<file path="config.mk">
export PLATFORM = sky130hd
export DESIGN_NAME = mul_iter_param
export DESIGN_NICKNAME = d
export VERILOG_FILES = /design/src/rtl/mul_pkg.sv /design/src/rtl/mul_step.sv /design/src/rtl/mul_iter_param.sv
export SDC_FILE = /design/constraint.sdc
export NUM_CORES = 1
export LEC_CHECK = 0
export BUFFER_PORTS_ARGS = -buffer_cell sky130_fd_sc_hd__buf_2
export CAP_MARGIN = 10
export CORE_MARGIN = 5
export CORE_UTILIZATION = 56
export DETAILED_ROUTE_END_ITERATION = 16
export GPL_TIMING_DRIVEN = 0
export PLACE_DENSITY = 0.78
export SKIP_CTS_REPAIR_TIMING = 1
export SLEW_MARGIN = 20
export SYNTH_ARGS = -nofsm -noshare
export SYNTH_HDL_FRONTEND = slang
export SYNTH_SLANG_ARGS = --single-unit
</file>
<file path="constraint.sdc">
create_clock -name clk -period 5.8 [get_ports clk]
set_clock_uncertainty 0.05 [all_clocks]
set_input_delay 0.29 -clock clk [delete_from_list [all_inputs] [get_ports clk]]
set_output_delay 0.29 -clock clk [all_outputs]
set_load 0.01 [all_outputs]
</file>
<file path="src/rtl/mul_pkg.sv">
// mul_pkg: shared operation codes, FSM state encoding and parameter
// legality helpers for the iterative multiplier.
package mul_pkg;

  // funct3[1:0] encodings of the M-extension multiply group
  localparam logic [1:0] MUL_OP_MUL    = 2'b00;
  localparam logic [1:0] MUL_OP_MULH   = 2'b01;
  localparam logic [1:0] MUL_OP_MULHSU = 2'b10;
  localparam logic [1:0] MUL_OP_MULHU  = 2'b11;

  typedef enum logic [1:0] {
    IDLE = 2'b00,
    PREP = 2'b01,
    ITER = 2'b10,
    FIX  = 2'b11
  } mul_state_e;

  // Bits retired per iteration: only 1, 2 or 4 are supported
  function automatic bit mul_bpc_legal(int unsigned bpc);
    return (bpc == 32'd1) || (bpc == 32'd2) || (bpc == 32'd4);
  endfunction

  // Operand width: RV32 or RV64 only
  function automatic bit mul_xlen_legal(int unsigned xlen);
    return (xlen == 32'd32) || (xlen == 32'd64);
  endfunction

endpackage

</file>
<file path="src/rtl/mul_step.sv">
// mul_step: one radix-2^BPC partial-product step of a right-shifting
// accumulator. The digit product |a|*digit is added into the upper half and
// the whole accumulator then shifts right by BPC, so after XLEN/BPC steps
// every digit has landed at its own weight.
module mul_step
  import mul_pkg::*;
#(
  parameter int XLEN = 32,
  parameter int BPC  = 2
) (
  input  logic [2*XLEN-1:0] acc_i,
  input  logic [XLEN-1:0]   mcand_i,
  input  logic [BPC-1:0]    digit_i,
  output logic [2*XLEN-1:0] acc_o
);

  logic [XLEN+BPC-1:0]   pp_s;
  logic [2*XLEN+BPC-1:0] sum_s;

  // Partial product, add at the top, then retire BPC bits
  always_comb begin
    pp_s  = {{BPC{1'b0}}, mcand_i} * {{XLEN{1'b0}}, digit_i};
    sum_s = {{BPC{1'b0}}, acc_i} + {pp_s, {XLEN{1'b0}}};
    acc_o = sum_s[2*XLEN+BPC-1:BPC];
  end

endmodule

</file>
<file path="src/rtl/mul_iter_param.sv">
// mul_iter_param: iterative XLEN x XLEN multiplier for MUL/MULH/MULHSU/MULHU.
// Sign-magnitude scheme: PREP takes operand magnitudes, ITER accumulates
// XLEN/BPC digit steps, the final sign fix and half select are folded into
// the last ITER edge so rd/done are registered and visible in the FIX cycle.
// Optional build macro: MUL_ZERO_BYPASS_EN (zero operand skips ITER).
module mul_iter_param
  import mul_pkg::*;
#(
  parameter int XLEN = 32,
  parameter int BPC  = 2
) (
  input  logic            clk,
  input  logic            reset,
  input  logic            enable,
  input  logic            abort,
  input  logic [1:0]      op,
  input  logic [XLEN-1:0] rs1,
  input  logic [XLEN-1:0] rs2,
  output logic [XLEN-1:0] rd,
  output logic            busy,
  output logic            done
);

  localparam int N  = XLEN / BPC;
  localparam int CW = $clog2(N + 1);
  localparam logic [CW-1:0]     CNT_INIT = CW'(N);
  localparam logic [CW-1:0]     CNT_ONE  = CW'(1);
  localparam logic [XLEN-1:0]   ONE_X    = {{(XLEN-1){1'b0}}, 1'b1};
  localparam logic [2*XLEN-1:0] ONE_2X   = {{(2*XLEN-1){1'b0}}, 1'b1};

  generate
    if (!mul_bpc_legal(BPC) || ((XLEN % BPC) != 0)) begin : g_bad_bpc
      $error("mul_iter_param: BPC must be 1, 2 or 4 and divide XLEN");
    end
    if (!mul_xlen_legal(XLEN)) begin : g_bad_xlen
      $error("mul_iter_param: XLEN must be 32 or 64");
    end
  endgenerate

  mul_state_e        state_q;
  logic [1:0]        op_q;
  logic [XLEN-1:0]   mcand_q;
  logic [XLEN-1:0]   mplier_q;
  logic              sign_q;
  logic [2*XLEN-1:0] acc_q;
  logic [CW-1:0]     cnt_q;
  logic [XLEN-1:0]   rd_q;
  logic              busy_q;
  logic              done_q;

  logic              a_neg_s;
  logic              b_neg_s;
  logic [XLEN-1:0]   a_mag_s;
  logic [XLEN-1:0]   b_mag_s;
  logic [2*XLEN-1:0] acc_d;
  logic [2*XLEN-1:0] prod_s;
  logic [XLEN-1:0]   res_s;

  // Operand signedness and magnitudes; the most negative value maps to
  // 2^(XLEN-1), which is representable as an unsigned XLEN-bit magnitude
  always_comb begin
    a_neg_s = ((op_q == MUL_OP_MULH) || (op_q == MUL_OP_MULHSU)) && mcand_q[XLEN-1];
    b_neg_s = (op_q == MUL_OP_MULH) && mplier_q[XLEN-1];
    if (a_neg_s) begin
      a_mag_s = ~mcand_q + ONE_X;
    end else begin
      a_mag_s = mcand_q;
    end
    if (b_neg_s) begin
      b_mag_s = ~mplier_q + ONE_X;
    end else begin
      b_mag_s = mplier_q;
    end
  end

  mul_step #(
    .XLEN (XLEN),
    .BPC  (BPC)
  ) u_step (
    .acc_i   (acc_q),
    .mcand_i (mcand_q),
    .digit_i (mplier_q[BPC-1:0]),
    .acc_o   (acc_d)
  );

  // Sign correction and half select on the final accumulated product
  always_comb begin
    if (sign_q) begin
      prod_s = ~acc_d + ONE_2X;
    end else begin
      prod_s = acc_d;
    end
    if (op_q == MUL_OP_MUL) begin
      res_s = prod_s[XLEN-1:0];
    end else begin
      res_s = prod_s[2*XLEN-1:XLEN];
    end
  end

  // Control FSM with registered rd/busy/done
  always_ff @(posedge clk) begin
    if (reset) begin
      state_q  <= IDLE;
      op_q     <= MUL_OP_MUL;
      mcand_q  <= {XLEN{1'b0}};
      mplier_q <= {XLEN{1'b0}};
      sign_q   <= 1'b0;
      acc_q    <= {(2*XLEN){1'b0}};
      cnt_q    <= {CW{1'b0}};
      rd_q     <= {XLEN{1'b0}};
      busy_q   <= 1'b0;
      done_q   <= 1'b0;
    end else begin
      done_q <= 1'b0;
      case (state_q)
        // FIX is the done cycle and behaves like IDLE for a new start
        IDLE, FIX: begin
          if (enable && !abort) begin
            op_q     <= op;
            mcand_q  <= rs1;
            mplier_q <= rs2;
            busy_q   <= 1'b1;
            state_q  <= PREP;
          end else begin
            state_q  <= IDLE;
          end
        end
        PREP: begin
          if (abort) begin
            busy_q  <= 1'b0;
            state_q <= IDLE;
          end else begin
            mcand_q  <= a_mag_s;
            mplier_q <= b_mag_s;
            sign_q   <= a_neg_s ^ b_neg_s;
            acc_q    <= {(2*XLEN){1'b0}};
            cnt_q    <= CNT_INIT;
`ifdef MUL_ZERO_BYPASS_EN
            if ((mcand_q == {XLEN{1'b0}}) || (mplier_q == {XLEN{1'b0}})) begin
              rd_q    <= {XLEN{1'b0}};
              done_q  <= 1'b1;
              busy_q  <= 1'b0;
              state_q <= FIX;
            end else begin
              state_q <= ITER;
            end
`else
            state_q <= ITER;
`endif
          end
        end
        ITER: begin
          if (abort) begin
            busy_q  <= 1'b0;
            state_q <= IDLE;
          end else begin
            acc_q    <= acc_d;
            mplier_q <= mplier_q >> BPC;
            cnt_q    <= cnt_q - CNT_ONE;
            if (cnt_q == CNT_ONE) begin
              rd_q    <= res_s;
              done_q  <= 1'b1;
              busy_q  <= 1'b0;
              state_q <= FIX;
            end else begin
              state_q <= ITER;
            end
          end
        end
        default: begin
          busy_q  <= 1'b0;
          state_q <= IDLE;
        end
      endcase
    end
  end

  assign rd   = rd_q;
  assign busy = busy_q;
  assign done = done_q;

endmodule
</file>
==> impl_metrics.json <==
{
  "fin_area_um2": 16350,
  "boundaryPins": 104,
  "cpMostUsedCell": "a21oi_1",
  "dr.pass1.iters": 7,
  "rsz0062_at_grt": "true",
  "final.setup.worst_slack_ns": -0.06865,
  "synth_area_leader_cell": "dfxtp_1",
  "grt_pass1_wl_um": 72850,
  "worst_pin_slew_ns": 1.032,
  "worst_ep_required_time_ns": 6.10,
  "path_buf_inv": 1,
  "drtIter0Drc": 1941,
  "relSlewSlack_pct": 30.59,
  "violations": "setup timing",
  "switching_share_pct": 32.50,
  "numCtsBuffers": 17,
  "hold_class": "input pin to flop",
  "gp_congestion": 1.041,
  "ys_ff_latch": 170,
  "power_frac_comb_pct": 18.7,
  "n_antenna_cell": 0,
  "syn_area_um2": 13950,
  "grt_pass1_vias": 14240,
  "cts.clk_slew.worst_paths_ns": 0.07,
  "cts_tree": "yes",
  "ir_worst_vdd_v": 0.0002004,
  "clockPowerShare_pct": 39.6,
  "setup_viol": 2,
  "cp-start-kind": "flop",
  "async_flop_share_pct": 0,
  "p_seq_share_pct": 41.6,
  "criticalPathCategory": "flop to flop",
  "start_util_pct": 57.05,
  "synth_warnings": 0,
  "max_freq_ghz": 0.1704,
  "powerDensity_nw_per_um2": 183.1,
  "slowest_delay_ns": 0.52,
  "period_needed_ns": 5.869,
  "internal_power_mw": 2.020,
  "synth_edf_count": 0,
  "area_delta_synth_final_pct": 17.13,
  "num_vias": 15530,
  "yosysMostFrequentCell": "nor2_1",
  "hold_viol_final": 0,
  "placed_area_um2": 14890,
  "finalNetCount": 2186,
  "antenna_left": 0,
  "cap_violations": 0,
  "dp_hpwl_um": 34610,
  "switchingPower_uw": 972.9,
  "gr-usage-all-layers_pct": 31.22,
  "die-area_um2": 28180,
  "maxSlewViolCount": 0,
  "synth_commonest_cells": "nor2_1 (249), dfxtp_1 (170), nand2_1 (164)",
  "rows": 57,
  "fin_crit_sh_pct": 101.2,
  "cp_slowest_cell": "or4b_4",
  "drive_above_1_share_pct": 15.50,
  "routed_wl_um": 47080,
  "drc_errors": 0,
  "synth_flop_cell": "dfxtp_1",
  "dp_slack_ns": -1.113,
  "core_region_area_um2": 24460,
  "critPathTopFamily": "compound AO/OA/AOI/OAI gates",
  "htree_levels": 4,
  "cts.sinks": 170,
  "total_power_mw": 2.993,
  "netlist_instances": 1897,
  "path_cells": "and2_4 > ha_4 > o21a_1 > buf_4 > o21ai_1 > a21oi_2 > o21ai_0 > nand2b_1 > a21oi_1 > xnor2_2 > ha_2 > a21oi_1 > o21ai_2 > nor2_1 > a2111o_1 > a21oi_4 > xor2_4 > or4b_4 > or2_4 > or3_1 > o311a_1 > a32o_1",
  "arrival_ns": 6.16,
  "wl_per_cell_um": 19.81,
  "fp.dieH_um": 167.9,
  "yosysSeqAreaShare_pct": 24.39,
  "yosysTopAreaCellShare_pct": 24.39,
  "critPathMaxFanout": 8,
  "grt_start_max_net_pins": 18,
  "overflow": 0,
  "cts-root-buf": "clkbuf_16",
  "p_leak_nw": 6.743,
  "yosys-top-cells-area": "dfxtp_1 (24%), ha_1 (6.7%), nor2_1 (6.7%)",
  "avgSynthCellArea_um2": 7.356,
  "worstSkewPairLatency_ns": 0.46,
  "port_buffers": 102,
  "end_kind": "flop",
  "syn-num-nets": 2044,
  "avgViaCountPerCell": 6.536,
  "antenna_found_initial": 1,
  "die_w_um": 167.9,
  "yosys.cell_types.count": 88,
  "status": "complete, but fails checks",
  "nFillCells": 2120,
  "cts_buffer_depth": 2
}
==> state kept, by name, summed over array words and instances, names as in the netlist <==
signal,flops
done,1
rd,32
sign_q,1
op_q,2
busy,1
cnt_q,5
acc_q,62
mplier_q,32
state_q,2
mcand_q,32
==> power groups by stage <==
stage	logic (mW)	registers, mW	clock network [mW]
floorplan	0.370	1.25	0
global placement	0.498	1.27	0
detailed placement	0.508	1.27	0
CTS	0.511	1.24	1.18
global route	0.610	1.25	1.24
finish	0.561	1.25	1.19
==> routing by layer <==
metal	share of wire [%]	GRT usage [%]
met3	9.6	6.307
met4	5.2	12.60
met5	0.085	0
met2	45	50.98
met1	40	40.50
==> metrics by stage <==
stage | util, % | std cells | hold slack [ns] | TNS, ns
floorplan | - | 1897 | 0.3760 | 0
global placement | 60.86 | 2323 | 0.3891 | -10.53
detailed placement | 60.86 | 2323 | 0.3946 | -12.39
CTS | 63.27 | 2355 | 0.04851 | -13.08
global route | 66.82 | 2376 | 0.06198 | -1.403
finish | 66.82 | 2376 | 0.05379 | -0.1359
==> worst paths after layout <==
kind / from / end / slack, ns / depth (start not counted)
worst max-delay path: mcand_q[6] / rd[30] / -0.07 / 22
worst min-delay path: op[0] / op_q[0] / 0.05 / 3
worst max register to register: mcand_q[6] / rd[30] / -0.07 / 22
worst min register to register: rd[3] / rd[3] / 0.40 / 2
==> layout by cell type, fill, tap and decap left out, drive strengths merged, types with 11 or more instances in the layout <==
cell    instances
nand3          33
o31ai          35
o211ai         21
nor2          249
or3            25
inv            44
a221o          19
nand2         164
nand2b         20
nand4          11
o21a           21
nor4           15
a211oi         27
ha             75
a31oi          18
or4            11
xor2           43
clkbuf        120
dfxtp         170
o41ai          11
xnor2          69
buf           151
a21o           33
a21oi         145
a22oi          84
o21ai         126
nor3           54
and2           73
nor2b          12
==> worst register-to-register path: cells and delay by family, from the launching register on <==
family,cells,cell delay (ns)
buffers and inverters,1,0.13
adders and majority gates,2,0.61
DFF,1,0.51
and+or+nand+nor,6,1.51
xor gates and xnor gates,2,0.26
AOI/OAI and AO/OA,11,2.68
==> logic make-up (layout without fill, tap and decap cells) <==
kind of cell / after synthesis / in the layout / share of synthesized area (%)
flip-flops: 170 / 170 / 24.39
adder cells (fa/ha/maj): 77 / 77 / 7.012
AND/OR/NAND/NOR: 719 / 719 / 24.83
AO/OA/AOI/OAI: 639 / 639 / 31.09
multiplexers: 12 / 12 / 1.049
XOR/XNOR: 112 / 112 / 7.029
buffers and inverters: 168 / 323 / 4.600
==> area by class of cell <==
cell class / instances / area, um2 / share of cell area [%]
clock buffer: 18 / 429.2 / 2.626
clock inverter: 14 / 160.2 / 0.9798
tap: 324 / 405.4 / 2.480
sequential: 170 / 3415 / 20.89
multi-input combinational: 1559 / 10540 / 64.47
buffer: 122 / 526.8 / 3.223
timing repair buffer: 131 / 726.9 / 4.447
inverter: 38 / 145.1 / 0.8879
No activity file was read; power rests on OpenSTA's default activity.
